--- config.mk ---
export PLATFORM = sky130hd
export DESIGN_NAME = data_memory_ctrl
export DESIGN_NICKNAME = d
export VERILOG_FILES = /design/src/rtl/data_memory_ctrl.sv
export SDC_FILE = /design/constraint.sdc
export NUM_CORES = 1
export LEC_CHECK = 0
export BUFFER_PORTS_ARGS = -buffer_cell sky130_fd_sc_hd__buf_2
export CAP_MARGIN = 20
export CORE_AREA = 3 3 144 146
export CTS_BUF_LIST = sky130_fd_sc_hd__clkbuf_4
export DETAILED_ROUTE_END_ITERATION = 10
export DIE_AREA = 0 0 147 149
export PLACE_DENSITY_LB_ADDON = 0.12
export REMOVE_ABC_BUFFERS = 1
export SYNTH_ARGS = -nofsm -noshare
export SYNTH_HDL_FRONTEND = slang
export SYNTH_SLANG_ARGS = --single-unit
export TNS_END_PERCENT = 100
--- constraint.sdc ---
create_clock -name clk -period 5.5 [get_ports clk]
set_input_delay 0.825 -clock clk [delete_from_list [all_inputs] [get_ports clk]]
set_output_delay 0.825 -clock clk [all_outputs]
set_load 0.01 [all_outputs]
--- src/rtl/data_memory_ctrl.sv ---
// Word-addressed single-port data memory with a valid/ready request port, byte enables,
// a 1- or 2-cycle read pipeline, out-of-range detection and a power-on zero-fill.
module data_memory_ctrl #(
  parameter int DATA_W    = 16,
  parameter int DEPTH     = 8,
  parameter int ADDR_W    = 16,
  parameter int RD_LAT    = 1,
  parameter int INIT_ZERO = 1
) (
  input  logic                clk,
  input  logic                rst_n,
  input  logic                req_valid,
  output logic                req_ready,
  input  logic                req_we,
  input  logic [ADDR_W-1:0]   req_addr,
  input  logic [DATA_W-1:0]   req_wdata,
  input  logic [DATA_W/8-1:0] req_be,
  output logic                rsp_valid,
  output logic [DATA_W-1:0]   rsp_rdata,
  output logic                rsp_err,
  output logic                init_done
);

  localparam int                IDX_W    = $clog2(DEPTH);
  localparam int                BE_W     = DATA_W / 8;
  localparam logic [ADDR_W-1:0] DEPTH_A  = ADDR_W'(DEPTH);
  localparam logic [IDX_W-1:0]  LAST_IDX = IDX_W'(DEPTH - 1);

  typedef enum logic {
    ST_INIT  = 1'b0,
    ST_READY = 1'b1
  } state_e;

  state_e            state_r;
  logic [IDX_W-1:0]  cnt_r;
  logic              ready_r;
  logic              init_done_r;
  logic [DATA_W-1:0] mem_r [DEPTH];

  logic              accept_s;
  logic              in_range_s;
  logic [IDX_W-1:0]  idx_s;
  logic              wr_en_s;
  logic [IDX_W-1:0]  wr_idx_s;
  logic [BE_W-1:0]   wr_be_s;
  logic [DATA_W-1:0] wr_data_s;

  logic              s1_valid_r;
  logic              s1_err_r;
  logic [DATA_W-1:0] s1_data_r;

  // Every upper address bit takes part in the range check, not just the index bits.
  assign accept_s   = req_valid & ready_r;
  assign in_range_s = (req_addr < DEPTH_A);
  assign idx_s      = req_addr[IDX_W-1:0];
  assign req_ready  = ready_r;
  assign init_done  = init_done_r;

  // Init/ready sequencer with fill counter; ready and init_done are registered with the state.
  always_ff @(posedge clk or negedge rst_n) begin
    if (!rst_n) begin
      state_r     <= ST_INIT;
      cnt_r       <= '0;
      ready_r     <= 1'b0;
      init_done_r <= 1'b0;
    end else begin
      case (state_r)
        ST_INIT: begin
          if ((INIT_ZERO == 0) || (cnt_r == LAST_IDX)) begin
            state_r     <= ST_READY;
            ready_r     <= 1'b1;
            init_done_r <= 1'b1;
          end else begin
            cnt_r <= cnt_r + IDX_W'(1);
          end
        end
        ST_READY: begin
          state_r <= ST_READY;
        end
        default: begin
          state_r     <= ST_INIT;
          cnt_r       <= '0;
          ready_r     <= 1'b0;
          init_done_r <= 1'b0;
        end
      endcase
    end
  end

  // Single write port shared by the zero-fill and accepted in-range writes.
  always_comb begin
    wr_en_s   = 1'b0;
    wr_idx_s  = idx_s;
    wr_be_s   = req_be;
    wr_data_s = req_wdata;
    case (state_r)
      ST_INIT: begin
        if (INIT_ZERO != 0) begin
          wr_en_s   = 1'b1;
          wr_idx_s  = cnt_r;
          wr_be_s   = '1;
          wr_data_s = '0;
        end else begin
          wr_en_s = 1'b0;
        end
      end
      ST_READY: begin
        if (accept_s && req_we && in_range_s) begin
          wr_en_s = 1'b1;
        end else begin
          wr_en_s = 1'b0;
        end
      end
      default: begin
        wr_en_s = 1'b0;
      end
    endcase
  end

  // Storage array, deliberately left out of reset; byte lanes update independently.
  always_ff @(posedge clk) begin
    if (wr_en_s) begin
      for (int b = 0; b < BE_W; b++) begin
        if (wr_be_s[b]) begin
          mem_r[wr_idx_s][b*8 +: 8] <= wr_data_s[b*8 +: 8];
        end
      end
    end
  end

  // First read stage samples the array at the accept edge; data and error are zero unless valid.
  always_ff @(posedge clk or negedge rst_n) begin
    if (!rst_n) begin
      s1_valid_r <= 1'b0;
      s1_err_r   <= 1'b0;
      s1_data_r  <= '0;
    end else begin
      s1_valid_r <= accept_s & ~req_we;
      s1_err_r   <= accept_s & ~req_we & ~in_range_s;
      s1_data_r  <= (accept_s && !req_we && in_range_s) ? mem_r[idx_s] : '0;
    end
  end

  generate
    if (RD_LAT == 2) begin : g_lat2
      logic              s2_valid_r;
      logic              s2_err_r;
      logic [DATA_W-1:0] s2_data_r;

      // Second read stage, giving two reads in flight at full throughput.
      always_ff @(posedge clk or negedge rst_n) begin
        if (!rst_n) begin
          s2_valid_r <= 1'b0;
          s2_err_r   <= 1'b0;
          s2_data_r  <= '0;
        end else begin
          s2_valid_r <= s1_valid_r;
          s2_err_r   <= s1_err_r;
          s2_data_r  <= s1_data_r;
        end
      end

      assign rsp_valid = s2_valid_r;
      assign rsp_err   = s2_err_r;
      assign rsp_rdata = s2_data_r;
    end else begin : g_lat1
      assign rsp_valid = s1_valid_r;
      assign rsp_err   = s1_err_r;
      assign rsp_rdata = s1_data_r;
    end
  endgenerate

endmodule

==> impl_summary.log, run 1 <==
[metrics] outcome: finished, final reports clean
[metrics] count of flip-flops with a built-in enable after synthesis: 128
[metrics] number of cells produced by synthesis: slightly below 300
[metrics] dominant register cell in the synthesized netlist: sky130_fd_sc_hd__edfxtp_1
[metrics] Net Sw Frac: 0.245
[metrics] leading post-synthesis cells by instance count: sky130_fd_sc_hd__edfxtp_1, sky130_fd_sc_hd__mux4_2, sky130_fd_sc_hd__dfrtp_1, sky130_fd_sc_hd__nor2_1, sky130_fd_sc_hd__nor3_1
[metrics] total count of hold-check failures in the final report: 0
[metrics] count of buffering cells on the critical path with inverters included: 1
[metrics] number of failing setup endpoints in the final timing report: 0
[metrics] delay of the slowest cell on the worst path: between 1 and 1.5 ns
[metrics] floorplan die height: ~150 um
[metrics] category of the worst setup path capture point: flip-flop
[metrics] Initial DRT Pass Iterations: 4
[metrics] worst path required time: roughly 5.7 ns
[metrics] antenna-violating nets left: 0
[metrics] worst-skew pair later-pin latency: around 0.54 ns
[metrics] post-synthesis instance area: between 5000 and 6000 sq um
[metrics] via count of the first global-routing pass: 3,185
[metrics] top cell type's share of synthesized area: 0.654
[metrics] Clock Skews: approximately 0.017 ns
[metrics] number of antenna violations at the first check in global routing: 1
[metrics] row count: 51
[metrics] clock-pin slew on the worst setup and hold paths: 0.14 ns
[metrics] Syn. warnings: 0
[metrics] fillcell total: 1,915
[metrics] final worst hold slack: ~0.29 ns
[metrics] starting density of the core: 0.301
[metrics] number of storage elements in the synthesis netlist: 151
[metrics] DRC violations left: 0
[metrics] startpoint types: flip-flop
[metrics] Worst path slowest cell: sky130_fd_sc_hd__dfrtp_1
[metrics] sequential power share: 0.638
[metrics] DR iter-0 viols: roughly 170
[metrics] area delta synth->final: 15.3%
[metrics] leakage power figure: roughly 2.3 nW
[metrics] final RePlAce weighted congestion: ~0.72
[metrics] area of the core: between 15,000 and 20,000 sq um
[metrics] global-route total usage across every layer: 0.121
[metrics] switching power summed over all nets: around 0.48 mW
[metrics] transition at the pin with the smallest max-transition slack: approximately 1.0 ns
[metrics] via-per-instance ratio: around 4.4
[metrics] number of H-tree branching levels: 4
[metrics] Worst VDD drop: between 0.08 and 0.09 mV
[metrics] Setup Buffers After CTS: 0
[metrics] CTS sink count: ~150
[metrics] total number of nets in the final design: between 400 and 500
[metrics] Root Buffer Master: sky130_fd_sc_hd__clkbuf_4
[metrics] crit path cell chain: inv_1, nor3b_1, a31oi_1, nor3_2
[metrics] unrepaired setup endpoints after global routing: false
[metrics] number of vias in the routed layout: approximately 2,900
[metrics] kind of critical path: flip-flop to flip-flop
[metrics] fraction of registers with async set/reset: 0.152
[metrics] CTS tree: built
[metrics] WP data arrival: between 2 and 3 ns
[metrics] setup TNS: 0 ns
[metrics] Final Total Pwr: 1.95 mW
[metrics] final critical delay including setup and external delays: between 2 and 3 ns
[metrics] sequential standard cell area: approximately 4400 sq um
[metrics] proportion of synthesized chip area in sequential cells: 0.752
[metrics] Avg Synthesized Cell Area: ~20 sq um
[metrics] area of the die: around 22,000 sq um
[metrics] maximum count of clock buffers along a single path: 2
[metrics] worst min-delay path category: primary input to asynchronous set/reset pin
[metrics] cells resized by post-CTS repair: 0
[metrics] IO Port Bufs: 57
[metrics] Int Power: approximately 1.5 mW
[metrics] area taken by multi-input logic gates: approximately 1400 sq um
[metrics] clock share of power: 0.313
[metrics] worst-path maximum fanout: 27
[metrics] top cells by area in the synthesized netlist: sky130_fd_sc_hd__edfxtp_1, sky130_fd_sc_hd__mux4_2, sky130_fd_sc_hd__dfrtp_1, sky130_fd_sc_hd__mux2i_1, sky130_fd_sc_hd__and2_1
[metrics] unique cell type count in the Yosys netlist: 28
[metrics] total of max-cap violations: 0
[metrics] Die Width: about 150 um
[metrics] Top Ports: just under 60
[metrics] layout cell share with drive strength beyond 1: 0.377
[metrics] fraction of power consumed by combinational cells: 0.049
[metrics] hold buffer count at CTS: 0
[metrics] pin count of the biggest net entering global routing: 29
[metrics] CP delay by family, top: flip-flops
[metrics] global-route wire length before repair: 19,400 um
[metrics] Final period util: 0.511
[metrics] DRT Wirelength: around 12,000 um
[metrics] fin. max-slew vios: 0
[metrics] Slew Limit Headroom: 0.318
[metrics] power density relative to cell area: 287 nW/um^2
[metrics] highest clock rate: about 360 MHz
[metrics] HPWL reported at the end of detailed placement: 8180 um
[metrics] number of cells after detailed placement: a little over 600
[metrics] post-route worst setup slack: approximately 2.7 ns
[metrics] worst slack after detailed placement: 2.24 ns
[metrics] Post-Layout Cell Count: roughly 650
[metrics] cell type with the largest total area after synthesis: sky130_fd_sc_hd__edfxtp_1
[metrics] Remaining Overflow, GRT: 0
[metrics] number of clock buffers inserted by TritonCTS: 17
[metrics] library cell with the highest instance count after synthesis: sky130_fd_sc_hd__edfxtp_1
[metrics] Routed wire per std cell: 18.9 um
## cell type report
type | instances | share of cell area
inverter | 3 | 0.00166
multi-input combinational | 128 | 0.203
timing repair buffer | 71 | 0.0569
clock buffer | 17 | 0.0188
sequential | 151 | 0.652
clock inverter | 15 | 0.0179
antenna | 1 | 0.000369
tap | 265 | 0.0489
## path summary, 6_finish.rpt
check                           from             to  slack [ns]  depth (start not counted)
min reg2reg                init_done      init_done        0.53                          1
min                            rst_n   rsp_rdata[6]        0.29                          1
max                          state_r    mem_r[2][5]        2.69                          4
max in group asynchronous      rst_n  rsp_rdata[11]        4.78                          1
max reg2reg                  state_r    mem_r[2][5]        2.69                          4
min in group clk              req_we      rsp_valid        0.48                          2
## kinds of logic after synthesis
| kind of cell | Yosys count | synth area share |
|---|---|---|
| compound gates | 7 | 0.00936 |
| xor+xnor | 1 | 0.00149 |
| fa+ha+maj | 2 | 0.00426 |
| buf+inv | 18 | 0.0175 |
| flops | 151 | 0.752 |
| mux | 52 | 0.157 |
| simple gates | 66 | 0.0585 |
## layer usage
layer | part of all wire | global-route usage | wire, um
met5 | 0 | 0 | 0
met1 | 0.49 | 0.172 | 6080
met3 | 0.038 | 0.0340 | 467
met4 | 0.0080 | 0.0382 | 99
met2 | 0.46 | 0.181 | 5670
## layout by cell type (no fill, tap or decap), types with 2 or more instances in the layout
cell                         synthesis  final
sky130_fd_sc_hd__edfxtp_1          128    128
sky130_fd_sc_hd__buf_2               4     59
sky130_fd_sc_hd__mux4_2             32     32
sky130_fd_sc_hd__dfrtp_1            23     23
sky130_fd_sc_hd__nor2_1             20     20
sky130_fd_sc_hd__clkbuf_4            0     20
sky130_fd_sc_hd__mux2i_1            17     17
sky130_fd_sc_hd__and2_1             16     16
sky130_fd_sc_hd__nor3_1             19     15
sky130_fd_sc_hd__buf_4               4      9
sky130_fd_sc_hd__clkinvlp_4          0      6
sky130_fd_sc_hd__nand2_1             5      5
sky130_fd_sc_hd__nor3_2              0      4
sky130_fd_sc_hd__inv_6               0      4
sky130_fd_sc_hd__inv_1               3      3
sky130_fd_sc_hd__clkinv_4            0      3
sky130_fd_sc_hd__nor4_2              2      2
sky130_fd_sc_hd__o31a_2              2      2
sky130_fd_sc_hd__a31oi_1             2      2
sky130_fd_sc_hd__mux2_2              2      2
sky130_fd_sc_hd__ha_1                2      2
## power groups by stage
stage | clock, mW | sequential, mW | combinational (mW)
after floorplan | 0 | 1.27 | 0.0467
after global placement | 0 | 1.27 | 0.0986
after detailed placement | 0 | 1.27 | 0.0994
after CTS | 0.639 | 1.24 | 0.0994
after global routing | 0.689 | 1.24 | 0.108
final | 0.608 | 1.24 | 0.0963
## per-stage QoR
| stage | area (sq um) | utilization |
|---|---|---|
| 3_5_place_dp | 6500 | 0.333 |
| 5_1_grt | 6780 | 0.347 |
| 2_1_floorplan | 5790 | - |
| 6_report | 6780 | 0.347 |
| 4_1_cts | 6750 | 0.346 |
| 3_3_place_gp | 6480 | 0.332 |
## flip-flops by register name, summed over array words and instances (netlist names)
name and flops:
mem_r 128, cnt_r 3, rsp_rdata 16, state_r 1
rsp_valid 1, rsp_err 1, init_done 1
Note: power is estimated with default switching activity, not from simulation.
==> inputs of run 2 (changes only) <==
==> constraint.sdc (replaced) <==
create_clock -name clk -period 2.7 [get_ports clk]
set_input_delay 0.405 -clock clk [delete_from_list [all_inputs] [get_ports clk]]
set_output_delay 0.405 -clock clk [all_outputs]
set_load 0.01 [all_outputs]
==> run 2 against run 1 <==
  * Critical path depth rose by 1
  * Core utilization is 0.52 points higher
  * Via count increased by 3.5%
  * First-iteration DRC count grew 14%
  * Highest routed layer unchanged
  * Design area increased by 1.5%
  * Combinational power up 110%
  * Sequential power increased by 100%
  * Non-clock buffer count rose by 14
  * Cell count rose by 2.2%
  * Worst setup slack worse by 2.1 ns
==> impl_summary.log, run 2 (synthesized netlist as in run 1, its figures left out) <==
[metrics] Root Buffer Master: sky130_fd_sc_hd__clkbuf_4
[metrics] pin count of the biggest net entering global routing: 24
[metrics] global-route wire length before repair: approximately 20,000 um
[metrics] Initial DRT Pass Iterations: 5
[metrics] total number of nets in the final design: 426
[metrics] Post-Layout Cell Count: approximately 670
[metrics] area of the die: roughly 22,000 sq um
[metrics] worst min-delay path category: primary input to flip-flop
[metrics] IO Port Bufs: between 50 and 60
[metrics] total count of hold-check failures in the final report: 0
[metrics] Worst VDD drop: 0.182 mV
[metrics] highest clock rate: roughly 470 MHz
[metrics] delay of the slowest cell on the worst path: 0.72 ns
[metrics] layout cell share with drive strength beyond 1: 0.378
[metrics] DRT Wirelength: between 10,000 and 15,000 um
[metrics] worst-path maximum fanout: 15
[metrics] Setup Buffers After CTS: 0
[metrics] total of max-cap violations: 0
[metrics] worst path required time: a little under 3 ns
[metrics] worst-skew pair later-pin latency: around 0.53 ns
[metrics] fillcell total: 1,920
[metrics] area delta synth->final: 17.0%
[metrics] outcome: finished, final reports clean
[metrics] CTS sink count: approximately 150
[metrics] startpoint types: flip-flop
[metrics] max FFs per register: 128
[metrics] flop-to-flop setup slack: ~0.55 ns
[metrics] Final Total Pwr: 3.98 mW
[metrics] sequential standard cell area: 4420 sq um
[metrics] category of the worst setup path capture point: flip-flop
[metrics] starting density of the core: 0.301
[metrics] final critical delay including setup and external delays: around 2.1 ns
[metrics] Placement Cell Area: around 6600 sq um
[metrics] floorplan die height: 149 um
[metrics] number of cells after detailed placement: ~630
[metrics] unrepaired setup endpoints after global routing: false
[metrics] number of H-tree branching levels: 4
[metrics] commonest non-fill, non-tap cell in the layout: sky130_fd_sc_hd__edfxtp_1
[metrics] setup TNS: 0 ns
[metrics] via count of the first global-routing pass: around 3,200
[metrics] CTS tree: built
[metrics] row count: around 50
[metrics] crit path cell chain: inv_1, nor3b_1, a31oi_1, nor3_1, buf_4
[metrics] design area: roughly 6900 sq um
[metrics] clock-pin slew on the worst setup and hold paths: approximately 0.12 ns
[metrics] commonest non-fill, non-tap cells in the layout: sky130_fd_sc_hd__edfxtp_1, sky130_fd_sc_hd__buf_2, sky130_fd_sc_hd__mux4_2, sky130_fd_sc_hd__buf_4, sky130_fd_sc_hd__dfrtp_1
[metrics] DR iter-0 viols: between 150 and 200
[metrics] Die Width: between 100 and 150 um
[metrics] transition at the pin with the smallest max-transition slack: around 0.7 ns
[metrics] register with the most flip-flops: mem_r
[metrics] WP data arrival: roughly 2.4 ns
[metrics] DRC violations left: 0
[metrics] antenna-violating nets left: 0
[metrics] area of the core: 19,500 sq um
[metrics] number of failing setup endpoints in the final timing report: 0
[metrics] Top Ports: slightly below 60
[metrics] Clock Skews: 0.0170 ns
[metrics] Slew Limit Headroom: 0.544
[metrics] final RePlAce weighted congestion: approximately 0.67
[metrics] Remaining Overflow, GRT: 0
[metrics] global-route total usage across every layer: 0.124
[metrics] via-per-instance ratio: roughly 4.5
[metrics] fin. max-slew vios: 0
[metrics] Final period util: 0.796
[metrics] maximum count of clock buffers along a single path: 2
[metrics] HPWL reported at the end of detailed placement: roughly 8500 um
[metrics] number of antenna violations at the first check in global routing: 1
[metrics] number of clock buffers inserted by TritonCTS: 17
[metrics] Worst path slowest cell: sky130_fd_sc_hd__dfrtp_1
[metrics] Routed wire per std cell: 19.0 um
[metrics] area taken by multi-input logic gates: 1360 sq um
[metrics] power density relative to cell area: roughly 580 nW/um^2
[metrics] leakage power figure: ~2.4 nW
[metrics] number of vias in the routed layout: between 2,000 and 3,000
[metrics] kind of critical path: flip-flop to flip-flop
==> run 2: path summary, 6_finish.rpt <==
path	from	end	cells past startpoint
setup / recovery	state_r	mem_r[6][1]	5
hold / removal	req_we	rsp_err	2
setup reg to reg	state_r	mem_r[6][1]	5
hold reg to reg	init_done	init_done	1
max in group asynchronous	rst_n	rsp_rdata[3]	2
min in group asynchronous	rst_n	rsp_rdata[14]	2
==> run 2: routing by layer <==
| layer | vias to the layer above | routed length (um) | part of all wire | global-route usage |
|---|---|---|---|---|
| li1 | 1367 | - | - | - |
| met1 | 1519 | 6050 | 0.48 | 0.172 |
| met2 | 70 | 5910 | 0.47 | 0.192 |
| met3 | 13 | 539 | 0.043 | 0.0346 |
| met4 | 0 | 157 | 0.012 | 0.0391 |
| met5 | - | 0 | 0 | 0 |
==> run 2: where the power goes <==
group / total, mW / internal [mW] / switching [mW]
Clock: 1.25 / 0.498 / 0.752
Combinational: 0.203 / 0.0909 / 0.112
Sequential: 2.53 / 2.53 / 0.000404
==> run 2: cell type report <==
type / instances / share of cell area
Sequential cell: 151 / 0.643
Multi-Input combinational cell: 128 / 0.197
Timing Repair Buffer: 85 / 0.0742
Tap cell: 265 / 0.0482
Clock buffer: 22 / 0.0240
Clock inverter: 10 / 0.0116
Inverter: 3 / 0.00164
Antenna cell: 1 / 0.000364
==> run 2: stage by stage <==
| stage | utilization | setup slack [ns] | hold WS, ns |
|---|---|---|---|
| 2_1_floorplan | - | 0.453 | 0.109 |
| 3_3_place_gp | 0.339 | 0.391 | 0.495 |
| 3_5_place_dp | 0.339 | 0.417 | 0.500 |
| 4_1_cts | 0.352 | 0.477 | 0.00991 |
| 5_1_grt | 0.352 | 0.280 | 0.0109 |
| 6_report | 0.352 | 0.551 | 0.0746 |
==> run 2: critical path, delay by kind of cell (launching register included) <==
family	cells	cell delay (ns)
DFF	1	0.72
and+or+nand+nor	2	0.61
buffers and inverters	2	0.43
AOI/OAI and AO/OA	1	0.12
==> run 2: repair_timing <==
item                      4_1_cts  5_1_grt
hold endpoints to repair       23        0
gates resized for setup         0        0
hold buffers                    1        0
==> inputs of run 3 (changes only) <==
--- a/config.mk
+++ b/config.mk
@@ -5,12 +5,13 @@
 export SDC_FILE = /design/constraint.sdc
 export NUM_CORES = 1
 export LEC_CHECK = 0
+export ABC_AREA = 1
 export BUFFER_PORTS_ARGS = -buffer_cell sky130_fd_sc_hd__buf_2
 export CAP_MARGIN = 20
-export CORE_AREA = 3 3 144 146
+export CORE_AREA = 3 3 148 150
 export CTS_BUF_LIST = sky130_fd_sc_hd__clkbuf_4
 export DETAILED_ROUTE_END_ITERATION = 10
-export DIE_AREA = 0 0 147 149
+export DIE_AREA = 0 0 151 153
 export PLACE_DENSITY_LB_ADDON = 0.12
 export REMOVE_ABC_BUFFERS = 1
 export SYNTH_ARGS = -nofsm -noshare
==> constraint.sdc (replaced) <==
create_clock -name clk -period 2.2 [get_ports clk]
set_input_delay 0.33 -clock clk [delete_from_list [all_inputs] [get_ports clk]]
set_output_delay 0.33 -clock clk [all_outputs]
set_load 0.01 [all_outputs]
==> run 3 against run 2 <==
  * Non-clock buffer count down 1
  * Clock skew grew 0.013 ns
  * Clock power increased by 25%
  * Combinational power rose by 60%
  * Sequential share of layout area shrank 2.0 points
  * Highest routed layer unchanged
  * Via count up 36%
  * Critical path type unchanged
  * First-iteration DRC count up 82%
  * Largest power group unchanged
==> impl_summary.log, run 3 <==
[metrics] outcome: finished, final reports clean
[metrics] startpoint types: flip-flop
[metrics] commonest non-fill, non-tap cells in the layout: sky130_fd_sc_hd__edfxtp_1, sky130_fd_sc_hd__nand2_1, sky130_fd_sc_hd__nor2_1, sky130_fd_sc_hd__buf_2, sky130_fd_sc_hd__nand3_1
[metrics] fillcell total: approximately 2,100
[metrics] via-per-instance ratio: around 4.4
[metrics] worst path required time: roughly 2.5 ns
[metrics] antenna-violating nets left: 0
[metrics] sequential power share: 0.622
[metrics] worst hold path startpoint: req_addr[3]
[metrics] global-route wire length before repair: 24,500 um
[metrics] max FFs per register: ~130
[metrics] area of the core: ~21,000 sq um
[metrics] DRT Wirelength: roughly 17,000 um
[metrics] top cells by area in the synthesized netlist: sky130_fd_sc_hd__edfxtp_1, sky130_fd_sc_hd__dfrtp_1, sky130_fd_sc_hd__nand2_1, sky130_fd_sc_hd__nor2_1, sky130_fd_sc_hd__nand3_1
[metrics] cell depth of the worst min-delay path: 4
[metrics] Slew Limit Headroom: 0.517
[metrics] Remaining Overflow, GRT: 0
[metrics] pin count of the biggest net entering global routing: 33
[metrics] fraction of registers with async set/reset: 0.152
[metrics] layout cell share with drive strength beyond 1: 0.208
[metrics] cell repeated most along the worst path: sky130_fd_sc_hd__nor2_1
[metrics] Net Sw Frac: 0.245
[metrics] leakage power figure: roughly 2.8 nW
[metrics] number of cells produced by synthesis: between 500 and 600
[metrics] count of flip-flops with a built-in enable after synthesis: between 100 and 150
[metrics] endpoint of the lowest-slack register-to-register path: mem_r[0][0]
[metrics] area delta synth->final: 15.2%
[metrics] transition at the pin with the smallest max-transition slack: approximately 0.72 ns
[metrics] commonest non-fill, non-tap cell in the layout: sky130_fd_sc_hd__edfxtp_1
[metrics] Syn. warnings: 0
[metrics] number of failing setup endpoints in the final timing report: 0
[metrics] number of antenna violations at the first check in global routing: 1
[metrics] fin. max-slew vios: 0
[metrics] register with the most flip-flops: mem_r
[metrics] worst slack after detailed placement: 0.241 ns
[metrics] worst-skew pair later-pin latency: roughly 0.55 ns
[metrics] worst min-delay path category: primary input to flip-flop
[metrics] Worst path slowest cell: sky130_fd_sc_hd__dfrtp_1
[metrics] Final Total Pwr: about 5 mW
[metrics] total number of nets in the final design: around 660
[metrics] WP data arrival: approximately 2.2 ns
[metrics] final critical delay including setup and external delays: ~1.9 ns
[metrics] IO Port Bufs: 57
[metrics] worst min-delay path endpoint: rsp_rdata[14]
[metrics] Initial DRT Pass Iterations: 7
[metrics] kind of critical path: flip-flop to flip-flop
[metrics] HPWL reported at the end of detailed placement: approximately 11,000 um
[metrics] dominant register cell in the synthesized netlist: sky130_fd_sc_hd__edfxtp_1
[metrics] worst-path maximum fanout: 8
[metrics] critical register-to-register path startpoint: state_r
[metrics] Root Buffer Master: sky130_fd_sc_hd__clkbuf_4
[metrics] category of the worst setup path capture point: flip-flop
[metrics] Die Width: around 150 um
[metrics] post-synthesis instance area: roughly 6000 sq um
[metrics] via count of the first global-routing pass: 3,888
[metrics] top cell type's share of synthesized area: 0.624
[metrics] library cell with the highest instance count after synthesis: sky130_fd_sc_hd__edfxtp_1
[metrics] post-route worst setup slack: slightly above 0.3 ns
[metrics] maximum count of clock buffers along a single path: 2
[metrics] CTS sink count: 151
[metrics] crit path cell chain: o21ai_1, inv_2, nor2_1, nand2_1, nor2_1, buf_4
[metrics] clock share of power: 0.313
[metrics] Int Power: 3.77 mW
[metrics] delay of the slowest cell on the worst path: slightly above 0.5 ns
[metrics] Final period util: 0.863
[metrics] total count of hold-check failures in the final report: 0
[metrics] proportion of synthesized chip area in sequential cells: 0.717
[metrics] total of max-cap violations: 0
[metrics] final RePlAce weighted congestion: approximately 0.79
[metrics] number of clock buffers inserted by TritonCTS: 17
[metrics] area of the die: between 20,000 and 25,000 sq um
[metrics] setup TNS: 0 ns
[metrics] clock-pin slew on the worst setup and hold paths: ~0.14 ns
[metrics] floorplan die height: 153 um
[metrics] Worst VDD drop: between 0.3 and 0.4 mV
[metrics] switching power summed over all nets: approximately 1.2 mW
[metrics] unrepaired setup endpoints after global routing: false
[metrics] Avg Synthesized Cell Area: about 11 sq um
[metrics] number of storage elements in the synthesis netlist: around 150
[metrics] DRC violations left: 0
[metrics] CTS tree: built
[metrics] number of vias in the routed layout: 4,037
[metrics] Clock Skews: ~0.030 ns
[metrics] Top Ports: slightly below 60
[metrics] highest clock rate: between 500 and 600 MHz
[metrics] fraction of power consumed by combinational cells: 0.065
[metrics] cell type with the largest total area after synthesis: sky130_fd_sc_hd__edfxtp_1
[metrics] row count: 53
[metrics] flop-to-flop setup slack: approximately 0.30 ns
[metrics] DR iter-0 viols: 360
[metrics] Routed wire per std cell: 18.1 um
[metrics] final worst hold slack: between 0.07 and 0.08 ns
[metrics] global-route total usage across every layer: 0.146
[metrics] number of H-tree branching levels: 4
[metrics] cells resized by post-CTS repair: 0
[metrics] unique cell type count in the Yosys netlist: 23
[metrics] leading post-synthesis cells by instance count: sky130_fd_sc_hd__edfxtp_1, sky130_fd_sc_hd__nand2_1, sky130_fd_sc_hd__nor2_1, sky130_fd_sc_hd__nand3_1, sky130_fd_sc_hd__inv_1
[metrics] starting density of the core: 0.296
[metrics] R2R depth: 6
[metrics] power density relative to cell area: about 700 nW/um^2
==> run 3: what timing repair did <==
| item | 4_1_cts | 5_1_grt |
|---|---|---|
| endpoints found under the hold margin | 23 | 0 |
| hold buffers | 1 | 0 |
| setup endpoints to repair | 0 | 0 |
| setup buffers | 0 | 0 |
==> run 3: power by group through the flow <==
stage | Combinational, mW | Clock [mW] | Sequential, mW
finish | 0.324 | 1.56 | 3.10
global route | 0.363 | 1.75 | 3.10
CTS | 0.330 | 1.62 | 3.10
detailed placement | 0.329 | 0 | 3.17
global placement | 0.329 | 0 | 3.17
floorplan | 0.140 | 0 | 3.17
==> run 3: worst max-delay path by stage <==
| stage | cells past startpoint | start | end | slack (ns) |
|---|---|---|---|---|
| 2_1_floorplan | 6 | state_r | mem_r[1][0] | 0.28 |
| 3_3_place_gp | 9 | req_addr[13] | mem_r[1][3] | 0.26 |
| 3_5_place_dp | 9 | req_addr[10] | mem_r[5][4] | 0.24 |
| 4_1_cts | 6 | state_r | mem_r[0][0] | 0.31 |
| 5_1_grt | 6 | state_r | mem_r[1][10] | 0.15 |
| 6_report | 6 | state_r | mem_r[0][0] | 0.30 |
==> run 3: cell families after synthesis <==
group / Yosys count / synth area share
adder cells (fa/ha/maj): 2 / 0.00406
AO/OA/AOI/OAI: 51 / 0.0424
buffers and inverters: 54 / 0.0426
AND/OR/NAND/NOR: 286 / 0.192
flip-flops: 151 / 0.717
XOR/XNOR: 1 / 0.00142
==> run 3: critical path, delay by kind of cell, from the launching register on <==
family / cells / cell delay, ns
buffers and inverters: 2 / 0.25
AOI/OAI and AO/OA: 1 / 0.37
and+or+nand+nor: 3 / 0.47
DFF: 1 / 0.51
==> run 3: metrics by stage <==
step / util / instance area (sq um) / std cells
floorplan: - / 6000 / 518
global placement: 0.328 / 6840 / 876
detailed placement: 0.328 / 6840 / 876
CTS: 0.341 / 7100 / 909
global route: 0.341 / 7100 / 910
finish: 0.341 / 7100 / 910
==> run 3: layer usage <==
layer	vias to the layer above	GRT usage	routed length (um)
met5	-	0	0
met4	0	0.0436	204
met2	126	0.203	7040
li1	1988	-	-
met3	14	0.0302	886
met1	1909	0.230	8370
==> run 3: area by class of cell <==
type | count | area (sq um) | share of cell area
Antenna cell | 1 | 2.50 | 0.000352
Tap cell | 275 | 344 | 0.0485
Inverter | 27 | 101 | 0.0143
Clock inverter | 13 | 106 | 0.0150
Multi-Input combinational cell | 340 | 1480 | 0.209
Timing Repair Buffer | 84 | 503 | 0.0708
Sequential cell | 151 | 4420 | 0.622
Clock buffer | 19 | 143 | 0.0201
